`src/rtl/ofdm_demapper_if.sv`:
```
// ofdm_demapper_if
// Streaming bundle between the FFT, the pilot ROM, the demapper and its two
// downstream consumers.
//   valid_in/sop_in/i_in/q_in/ready_out : FFT bin stream into the demapper
//   rom_addr -> index_pilot/sign_pilot  : pilot ROM lookup (registered ROM)
//   ready_in                            : shared downstream ready
//   i_data/q_data/valid_data/sos_data   : data carrier stream
//   i_pilot/q_pilot/valid_pilot         : sign-corrected pilot stream
//   sym_done/sym_cnt/sync_err           : symbol status
// slave is the demapper view, master is the surrounding-system view.
interface ofdm_demapper_if #(
  parameter int SYM_W = 16
);
  logic               valid_in;
  logic               sop_in;
  logic signed [15:0] i_in;
  logic signed [15:0] q_in;
  logic               ready_out;
  logic [10:0]        rom_addr;
  logic               index_pilot;
  logic               sign_pilot;
  logic               ready_in;
  logic signed [15:0] i_data;
  logic signed [15:0] q_data;
  logic               valid_data;
  logic               sos_data;
  logic signed [15:0] i_pilot;
  logic signed [15:0] q_pilot;
  logic               valid_pilot;
  logic               sym_done;
  logic [SYM_W-1:0]   sym_cnt;
  logic               sync_err;

  modport slave (
    input  valid_in, sop_in, i_in, q_in, index_pilot, sign_pilot, ready_in,
    output ready_out, rom_addr, i_data, q_data, valid_data, sos_data,
           i_pilot, q_pilot, valid_pilot, sym_done, sym_cnt, sync_err
  );

  modport master (
    output valid_in, sop_in, i_in, q_in, index_pilot, sign_pilot, ready_in,
    input  ready_out, rom_addr, i_data, q_data, valid_data, sos_data,
           i_pilot, q_pilot, valid_pilot, sym_done, sym_cnt, sync_err
  );
endinterface

```
`src/rtl/ofdm_demapper.sv`:
```
// ofdm_demapper
// Splits one natural-order FFT symbol into a data-carrier stream and a
// sign-corrected pilot stream, dropping guard bins and the DC bin.
// Ports:
//   clk   : rising-edge clock
//   res_n : asynchronous active-low reset
//   en    : global enable (low = stall)
//   bus   : ofdm_demapper_if.slave, see the interface file for signals
// Two-stage pipeline: stage 1 registers the accepted bin and its index while
// the external ROM looks it up; stage 2 classifies and drives the outputs.
module ofdm_demapper #(
  parameter int OFDM_SIZE   = 1024,
  parameter int Num_Carrier = 824,
  parameter int SYM_W       = 16
) (
  input  logic clk,
  input  logic res_n,
  input  logic en,
  ofdm_demapper_if.slave bus
);

  localparam int MID   = OFDM_SIZE / 2 - 1;
  localparam int LEFT  = MID - Num_Carrier / 2;
  localparam int RIGHT = MID + Num_Carrier / 2;
  localparam int LAST  = OFDM_SIZE - 1;

  localparam logic [10:0] MID_IDX   = 11'(MID);
  localparam logic [10:0] LEFT_IDX  = 11'(LEFT);
  localparam logic [10:0] RIGHT_IDX = 11'(RIGHT);
  localparam logic [10:0] LAST_IDX  = 11'(LAST);

  logic               advance;
  logic               accept;
  logic [10:0]        idx_cur;
  logic [10:0]        cnt_next;

  logic [10:0]        cnt_reg;
  logic               s1_valid_reg;
  logic signed [15:0] s1_i_reg;
  logic signed [15:0] s1_q_reg;
  logic [10:0]        s1_idx_reg;

  logic               rom_fresh_reg;
  logic               rom_pilot_hold_reg;
  logic               rom_sign_hold_reg;

  logic signed [15:0] i_data_reg;
  logic signed [15:0] q_data_reg;
  logic               valid_data_reg;
  logic               sos_data_reg;
  logic               sos_pending_reg;
  logic signed [15:0] i_pilot_reg;
  logic signed [15:0] q_pilot_reg;
  logic               valid_pilot_reg;
  logic               sym_done_reg;
  logic [SYM_W-1:0]   sym_cnt_reg;
  logic               sync_err_reg;

  logic               pilot_flag;
  logic               pilot_neg;
  logic               inband;
  logic               is_pilot;
  logic               is_data;
  logic               is_last;

  function automatic logic signed [15:0] neg_sat(input logic signed [15:0] x);
    return (x == 16'sh8000) ? 16'sh7fff : -x;
  endfunction

  assign advance = en & bus.ready_in;
  assign accept  = bus.valid_in & advance;

  // sop forces index 0 regardless of where the counter stands.
  assign idx_cur  = bus.sop_in ? 11'd0 : cnt_reg;
  assign cnt_next = (idx_cur == LAST_IDX) ? 11'd0 : idx_cur + 11'd1;

  assign bus.ready_out = advance;
  assign bus.rom_addr  = idx_cur;

  // The ROM answer is only live in the cycle right after the lookup; if the
  // pipeline stalls then, the answer is parked and used when stage 2 runs.
  always_comb begin
    pilot_flag = rom_pilot_hold_reg;
    pilot_neg  = rom_sign_hold_reg;
    if (rom_fresh_reg) begin
      pilot_flag = bus.index_pilot;
      pilot_neg  = bus.sign_pilot;
    end
  end

  assign inband   = (s1_idx_reg >= LEFT_IDX) && (s1_idx_reg <= RIGHT_IDX) &&
                    (s1_idx_reg != MID_IDX);
  assign is_pilot = s1_valid_reg & inband & pilot_flag;
  assign is_data  = s1_valid_reg & inband & ~pilot_flag;
  assign is_last  = s1_valid_reg && (s1_idx_reg == LAST_IDX);

  always_ff @(posedge clk or negedge res_n) begin
    if (!res_n) begin
      cnt_reg            <= '0;
      s1_valid_reg       <= 1'b0;
      s1_i_reg           <= '0;
      s1_q_reg           <= '0;
      s1_idx_reg         <= '0;
      rom_fresh_reg      <= 1'b0;
      rom_pilot_hold_reg <= 1'b0;
      rom_sign_hold_reg  <= 1'b0;
      i_data_reg         <= '0;
      q_data_reg         <= '0;
      valid_data_reg     <= 1'b0;
      sos_data_reg       <= 1'b0;
      sos_pending_reg    <= 1'b0;
      i_pilot_reg        <= '0;
      q_pilot_reg        <= '0;
      valid_pilot_reg    <= 1'b0;
      sym_done_reg       <= 1'b0;
      sym_cnt_reg        <= '0;
      sync_err_reg       <= 1'b0;
    end else begin
      rom_fresh_reg <= accept;
      if (rom_fresh_reg) begin
        rom_pilot_hold_reg <= bus.index_pilot;
        rom_sign_hold_reg  <= bus.sign_pilot;
      end

      if (advance) begin
        // Stage 1
        s1_valid_reg <= accept;
        if (accept) begin
          s1_i_reg   <= bus.i_in;
          s1_q_reg   <= bus.q_in;
          s1_idx_reg <= idx_cur;
          cnt_reg    <= cnt_next;
        end
        sync_err_reg <= accept & bus.sop_in & (cnt_reg != 11'd0);

        // Stage 2
        valid_data_reg  <= is_data;
        valid_pilot_reg <= is_pilot;
        sos_data_reg    <= is_data & sos_pending_reg;
        if (is_data) begin
          i_data_reg <= s1_i_reg;
          q_data_reg <= s1_q_reg;
        end
        if (is_pilot) begin
          i_pilot_reg <= pilot_neg ? neg_sat(s1_i_reg) : s1_i_reg;
          q_pilot_reg <= pilot_neg ? neg_sat(s1_q_reg) : s1_q_reg;
        end
        // Any low-guard bin arms the start-of-symbol flag, so realigned or
        // silently wrapped symbols still mark their first data carrier.
        if (s1_valid_reg) begin
          if (s1_idx_reg < LEFT_IDX) begin
            sos_pending_reg <= 1'b1;
          end else if (is_data) begin
            sos_pending_reg <= 1'b0;
          end
        end

        sym_done_reg <= is_last;
        if (is_last) begin
          sym_cnt_reg <= sym_cnt_reg + SYM_W'(1);
        end
      end else begin
        // Status strobes are single-cycle events, not held stream data.
        sym_done_reg <= 1'b0;
        sync_err_reg <= 1'b0;
      end
    end
  end

  assign bus.i_data      = i_data_reg;
  assign bus.q_data      = q_data_reg;
  assign bus.valid_data  = valid_data_reg;
  assign bus.sos_data    = sos_data_reg;
  assign bus.i_pilot     = i_pilot_reg;
  assign bus.q_pilot     = q_pilot_reg;
  assign bus.valid_pilot = valid_pilot_reg;
  assign bus.sym_done    = sym_done_reg;
  assign bus.sym_cnt     = sym_cnt_reg;
  assign bus.sync_err    = sync_err_reg;

endmodule

```
`src/flat_wrapper.sv`:
```
// flat-port wrapper written by rule: the top's interface ports become plain ports
module ofdm_demapper_flat 
#(
  parameter int OFDM_SIZE   = 1024,
  parameter int Num_Carrier = 824,
  parameter int SYM_W       = 16
)
  (clk, res_n, en, bus_valid_in, bus_sop_in, bus_i_in, bus_q_in, bus_index_pilot, bus_sign_pilot, bus_ready_in, bus_ready_out, bus_rom_addr, bus_i_data, bus_q_data, bus_valid_data, bus_sos_data, bus_i_pilot, bus_q_pilot, bus_valid_pilot, bus_sym_done, bus_sym_cnt, bus_sync_err);
  ofdm_demapper_if #(.SYM_W(SYM_W)) bus_i ();
  input  logic clk;
  input  logic res_n;
  input  logic en;
  input wire logic [$bits(bus_i.valid_in)-1:0] bus_valid_in;
  input wire logic [$bits(bus_i.sop_in)-1:0] bus_sop_in;
  input wire logic [$bits(bus_i.i_in)-1:0] bus_i_in;
  input wire logic [$bits(bus_i.q_in)-1:0] bus_q_in;
  input wire logic [$bits(bus_i.index_pilot)-1:0] bus_index_pilot;
  input wire logic [$bits(bus_i.sign_pilot)-1:0] bus_sign_pilot;
  input wire logic [$bits(bus_i.ready_in)-1:0] bus_ready_in;
  output wire logic [$bits(bus_i.ready_out)-1:0] bus_ready_out;
  output wire logic [$bits(bus_i.rom_addr)-1:0] bus_rom_addr;
  output wire logic [$bits(bus_i.i_data)-1:0] bus_i_data;
  output wire logic [$bits(bus_i.q_data)-1:0] bus_q_data;
  output wire logic [$bits(bus_i.valid_data)-1:0] bus_valid_data;
  output wire logic [$bits(bus_i.sos_data)-1:0] bus_sos_data;
  output wire logic [$bits(bus_i.i_pilot)-1:0] bus_i_pilot;
  output wire logic [$bits(bus_i.q_pilot)-1:0] bus_q_pilot;
  output wire logic [$bits(bus_i.valid_pilot)-1:0] bus_valid_pilot;
  output wire logic [$bits(bus_i.sym_done)-1:0] bus_sym_done;
  output wire logic [$bits(bus_i.sym_cnt)-1:0] bus_sym_cnt;
  output wire logic [$bits(bus_i.sync_err)-1:0] bus_sync_err;
  assign bus_i.valid_in = bus_valid_in;
  assign bus_i.sop_in = bus_sop_in;
  assign bus_i.i_in = bus_i_in;
  assign bus_i.q_in = bus_q_in;
  assign bus_i.index_pilot = bus_index_pilot;
  assign bus_i.sign_pilot = bus_sign_pilot;
  assign bus_i.ready_in = bus_ready_in;
  assign bus_ready_out = bus_i.ready_out;
  assign bus_rom_addr = bus_i.rom_addr;
  assign bus_i_data = bus_i.i_data;
  assign bus_q_data = bus_i.q_data;
  assign bus_valid_data = bus_i.valid_data;
  assign bus_sos_data = bus_i.sos_data;
  assign bus_i_pilot = bus_i.i_pilot;
  assign bus_q_pilot = bus_i.q_pilot;
  assign bus_valid_pilot = bus_i.valid_pilot;
  assign bus_sym_done = bus_i.sym_done;
  assign bus_sym_cnt = bus_i.sym_cnt;
  assign bus_sync_err = bus_i.sync_err;
  ofdm_demapper #(.OFDM_SIZE(OFDM_SIZE), .Num_Carrier(Num_Carrier), .SYM_W(SYM_W)) u_core (.clk(clk), .res_n(res_n), .en(en), .bus(bus_i));
endmodule
```
`config.mk`:
```
export PLATFORM = sky130hd
export DESIGN_NAME = ofdm_demapper_flat
export DESIGN_NICKNAME = d
export VERILOG_FILES = /design/src/rtl/ofdm_demapper_if.sv /design/src/rtl/ofdm_demapper.sv /design/src/flat_wrapper.sv
export SDC_FILE = /design/constraint.sdc
export NUM_CORES = 1
export LEC_CHECK = 0
export ABC_AREA = 1
export CORE_ASPECT_RATIO = 1.75
export CORE_MARGIN = 10
export CORE_UTILIZATION = 53
export DETAILED_ROUTE_END_ITERATION = 7
export GPL_TIMING_DRIVEN = 0
export HOLD_SLACK_MARGIN = 0.12
export PLACE_DENSITY = 0.78
export SLEW_MARGIN = 5
export SYNTH_ARGS = -nofsm -noshare
export SYNTH_HDL_FRONTEND = slang
export SYNTH_SLANG_ARGS = --single-unit
```
`constraint.sdc`:
```
create_clock -name clk -period 2.2 [get_ports clk]
set_input_delay 0.22 -clock clk [delete_from_list [all_inputs] [get_ports clk]]
set_output_delay 0.22 -clock clk [all_outputs]
set_load 0.1 [all_outputs]
```
# Word-level counts from Yosys, hierarchy flattened
# Cells that the tools add are included.
[totals]
latchBits = 0
register_bits = 144
mem_bits_ro = 0
output_inout_bits = 97
inputBits = 40
mem_bits_rw = 0
mem_count = 0
elab_cells = 62
[op_classes]
n_reduce_logical = 10
multipliers = 0
div_mod_pow = 0
n_shift = 0
mux = 12
add_sub_neg = 4
bitwise_logic = 9
order_cmp = 3
n_eq_ne = 5
[op_table]
columns = ["op", "count"]
rows = [
  ["two-way mux 16 bit", 4],
  ["== test 16 bit (second input constant)", 2],
  ["negator 16 bit", 2],
  ["== test 11 x 10 -> 1 bit (second input constant)", 2],
  ["two-way mux 11 bit", 2],
  ["adder 16 x 1 -> 16 bit (second input constant)", 1],
  ["adder 11 x 1 -> 11 bit (second input constant)", 1],
  ["greater-or-equal comparator 11 x 7 -> 1 bit (second input constant)", 1],
  ["<= comparator 11 x 10 -> 1 bit (second input constant)", 1],
  ["< comparator 11 x 7 -> 1 bit (second input constant)", 1],
  ["inequality test 11 x 9 -> 1 bit (second input constant)", 1],
  ["nonzero test 11 bit", 1],
  ["AND 1 bit", 8],
  ["AND reduction 2 bit", 4],
  ["two-way mux 1 bit", 6],
  ["logical AND 1 bit", 3],
  ["AND reduction 3 bit", 1],
  ["nonzero test 2 bit", 1],
  ["NOT 1 bit", 1],
]

# Depth between registers and ports, before layout
[logic_depth]
depth_word = 7
ltp_mapped = 11
depth_no_buf = 11

# Least setup slack after synthesis
# No wires, ideal clock.
[synth_timing]
path_type = "input -> register"
startpoint = "in bus_sop_in"
endpoint = "reg u_core.cnt_reg[8]"
cell_stages = 8
slack_ns = -0.774
setup_ns = 0.080
path_buffers = 1
arrival_time_ns = 2.894
t_required_ns = 2.120
path_cell_list = "buf_2 -> nor2_1 -> ha_1 -> nand2_1 -> nor2_1 -> nand3_1 -> nor3_1 -> xnor2_1"
[synth_via]
elab_chain_cells = 3
word_cells_on_any_way = 4
cone_classes = "add/sub: 1; eq/ne: 1; mux: 2"
[synth_lines]
columns = ["element", "line", "rtl"]
rows = [
  ["start: declaration", "flat_wrapper.sv:14", "input wire logic [$bits(bus_i.sop_in)-1:0] bus_sop_in;"],
  ["two-way mux 11 bit (*)", "ofdm_demapper.sv:74", "assign idx_cur = bus.sop_in ? 11'd0 : cnt_reg;"],
  ["net bus_rom_addr[0]", "flat_wrapper.sv:21", "output wire logic [$bits(bus_i.rom_addr)-1:0] bus_rom_addr;"],
  ["adder 11 x 1 -> 11 bit or == test 11 x 10 -> 1 bit (tied branches)", "ofdm_demapper.sv:75", "assign cnt_next = (idx_cur == LAST_IDX) ? 11'd0 : idx_cur + 11'd1;"],
  ["two-way mux 11 bit (*)", "ofdm_demapper.sv:75", ""],
  ["end signal: assignment", "ofdm_demapper.sv:132", "cnt_reg <= cnt_next;"],
  ["end: declaration", "ofdm_demapper.sv:37", "logic [10:0] cnt_reg;"],
]
# The timed path passes the listed nets; every way through them passes the cells marked *.
# A chain may end at the register's enable or synchronous reset.

# Worst setup path in the final report
[layout_timing]
startpoint = "reg u_core.i_pilot_reg[0] (netlist: u_core.bus.i_pilot[0])"
endpoint = "out bus_i_pilot[0]"
[layout_rtl]
columns = ["element", "line", "rtl"]
rows = [
  ["start: declaration", "ofdm_demapper.sv:52", "logic signed [15:0] i_pilot_reg;"],
  ["start signal: assignment", "ofdm_demapper.sv:145", "i_pilot_reg <= pilot_neg ? neg_sat(s1_i_reg) : s1_i_reg;"],
  ["end: declaration", "flat_wrapper.sv:26", "output wire logic [$bits(bus_i.i_pilot)-1:0] bus_i_pilot;"],
]
# No word-level cell between the ends.

==> reports/metrics.cfg <==
[floorplan]
die_w_um=109
row_count=57
fp.dieH_um=176
io_pins=137
start_util=0.537
die_area_mm2=0.0193
coreArea_mm2=0.0138

[place]
place_area_mm2=0.00902
place_congestion=0.934
dpl.hpwl_um=16800
portBuffers=135
dp_slack_ps=-76.8

[layout]
fin_util=0.700
drive_gt1_frac=0.0680
fill_cells=1199
fin_nets=1193
final_area_mm2=0.00963
area_growth_pct=30.4
antenna_cells=0

[route]
vias=7189
finalWirelength_um=22500
dr.pass1.iters=4
wl_per_cell_um=16.8
drt_iter0_drc=378
antenna_left=0
drc=0
drt-vias-per-instance=5.37

[grt]
gr-usage-met2=0.424
busiest_layer=met2
grt_overflow_total=0
grt_pass1_wl_um=36000
use_met3=0.0478
first_global_vias=7078
grt_use_total=0.237
grt_max_degree=84
met1_usage=0.263
antenna_found_initial=0

[cts]
root_buffer=clkbuf_16
cts_tree=yes
post-cts-setup-buffers=0
clkLatencyLatePin_ps=420
numCtsBuffers=17
clock_path_buffers=2
htreeDepth=4
numClockSinks=144
cts.clk_slew.worst_paths_ps=60

[critical_path]
crit_buf_inv=1
cp_top_family=buffers and inverters
worstPathMaxFanout=2
worstSetupStartpointType=flip-flop
critPathKind=flip-flop to primary output
worstPathRequired_ps=1980
cp.arrival_ps=1970
slowest_delay_ps=1160
critPathSlowestCell=clkdlybuf4s50_1
crit_chain=clkdlybuf4s50_1
worst_setup_path_end_kind=primary output

[pwr]
p_sw_frac=0.405
ir_worst_vdd_mv=0.718
p_sw_w=0.00382
pwr-share-comb=0.328
clock_power_share=0.324
p_per_area_mw_per_mm2=979
p_leak_nw=4.96
internal_power_w=0.00561
power_frac_seq=0.348

[synthesis]
synth_edf_count=0
synth-async-reset-ratio=1.00
synth-seq-area-share=0.488
ys_types=34
yosysWarnings=0
syn_area_mm2=0.00739
syn_inst=993
synth_area_per_cell_um2=7.44
synthFlopType=dfrtp_1
ys_seq_elements=144
syn_nets=1037

[sta]
slew-limit-headroom=0.289
worst_slack_ps=13.3
skew_ps=9.57
worst_pin_slew_ps=1060
layout_min_cycle_time_ps=2190
rsz0062_at_grt=no
finalHoldViolCount=0
fmax_ghz=0.457
fin_crit_sh=0.994
final_max_slew_viol_count=0
setup_viol=0

[hold_path]
hold_path_class=input pin to flip-flop

[job]
drv_cap=0

[outcome]
status=finished clean

path summary, 6_finish.rpt:
kind / end / slack, ps / start / depth (start not counted)
setup / recovery: bus_i_pilot[0] / 10 / u_core.bus.i_pilot[0]$_DFFE_PN0P_ / 1
hold / removal: u_core.s1_idx_reg[1]$_DFFE_PN0P_ / 330 / bus_sop_in / 4
setup reg to reg: u_core.bus.q_pilot[5]$_DFFE_PN0P_ / 220 / u_core.s1_q_reg[0]$_DFFE_PN0P_ / 11
hold reg to reg: u_core.bus.q_data[2]$_DFFE_PN0P_ / 470 / u_core.bus.q_data[2]$_DFFE_PN0P_ / 2
max in group asynchronous: u_core.s1_i_reg[8]$_DFFE_PN0P_ / 1060 / res_n / 3
min in group asynchronous: u_core.bus.sym_cnt[4]$_DFFE_PN0P_ / 340 / res_n / 2
logic make-up after synthesis:
group	Yosys count	share of synthesized area
DFF	144	0.488
adders and majority gates	4	0.00677
and+or+nand+nor	622	0.354
buffers and inverters	120	0.0684
xor gates and xnor gates	21	0.0249
AOI/OAI and AO/OA	82	0.0582
worst reg2reg max path, cell delays in order, from the launching register on:
cell,delay [ps]
dfrtp_1,420
inv_1,120
ha_1,230
nand3_2,170
nor2_2,250
nand2_1,120
buf_2,210
nand3_1,90
nand2_1,50
o21ai_0,110
nand2_1,100
nand2_1,60
placed cells by master, fill, tap and decap left out, types with 4 or more instances in the layout:
master / count
nor2_2: 8
nand4_1: 39
clkdlybuf4s50_1: 100
dfrtp_1: 144
xor2_1: 7
nand2_1: 410
inv_1: 76
clkbuf_1: 17
clkbuf_16: 17
dlymetal6s2s_1: 9
buf_1: 4
o21ai_0: 68
buf_2: 14
dlygate4sd2_1: 21
nand3_1: 66
inv_2: 5
a21oi_1: 5
xnor2_1: 14
ha_1: 4
nor2_1: 73
bufinv_16: 4
buf_6: 5
nor3_1: 8
layer usage:
| layer | vias up | wire, µm |
|---|---|---|
| li1 | 3480 | - |
| met1 | 3400 | 8400 |
| met2 | 255 | 11900 |
| met3 | 54 | 1440 |
| met4 | 0 | 715 |
| met5 | - | 0 |
layout make-up:
cell class | count | area (µm²) | area share
sequential | 144 | 3600 | 0.374
multi-input combinational | 729 | 3310 | 0.343
timing repair buffer | 137 | 1380 | 0.143
clock buffer | 19 | 433 | 0.0449
inverter | 81 | 304 | 0.0316
tap | 177 | 221 | 0.0230
buffer | 39 | 201 | 0.0209
clock inverter | 13 | 186 | 0.0194
power groups by stage:
stage / sequential, W / clock, W / combinational (W)
finish: 0.00328 / 0.00306 / 0.00309
global route: 0.00331 / 0.00321 / 0.00329
CTS: 0.00327 / 0.00309 / 0.00310
detailed placement: 0.00331 / 0 / 0.00310
global placement: 0.00331 / 0 / 0.00307
floorplan: 0.00461 / 0 / 0.000904
timing repair:
action                                  CTS  global route
cloned                                    0             0
hold endpoints to repair                 61             0
resized for setup                        27            13
hold buffers                              1             0
endpoints found under the setup margin   25            13
cells in the mapped netlist, types with 2 or more instances:
cell,n,area share
xor2_1,7,0.0083
buf_4,2,0.0020
nand3b_1,3,0.0030
o21ai_0,68,0.046
o21bai_1,3,0.0030
a21oi_1,5,0.0034
nand3_2,2,0.0027
inv_2,5,0.0025
nor2_1,80,0.041
nor2_2,3,0.0025
buf_1,4,0.0020
nand2_2,2,0.0017
buf_2,14,0.0095
inv_1,76,0.039
nand2_1,410,0.21
clkbuf_1,15,0.0076
nand4_1,39,0.033
nor4_1,3,0.0025
a31oi_1,3,0.0025
ha_1,4,0.0068
xnor2_1,14,0.017
dfrtp_1,144,0.49
buf_6,4,0.0061
nor3_1,8,0.0054
nand3_1,66,0.045
through the flow:
stage	hold slack (ps)	TNS (ps)	power (W)	std cells
after floorplan	-75.6	0	0.00551	993
after global placement	453	-703560	0.00637	1305
after detailed placement	240	-76.8	0.00641	1306
after CTS	323	0	0.00947	1339
after global routing	354	0	0.00981	1339
final	333	0	0.00944	1339
Note: power is estimated with default switching activity, not from simulation.
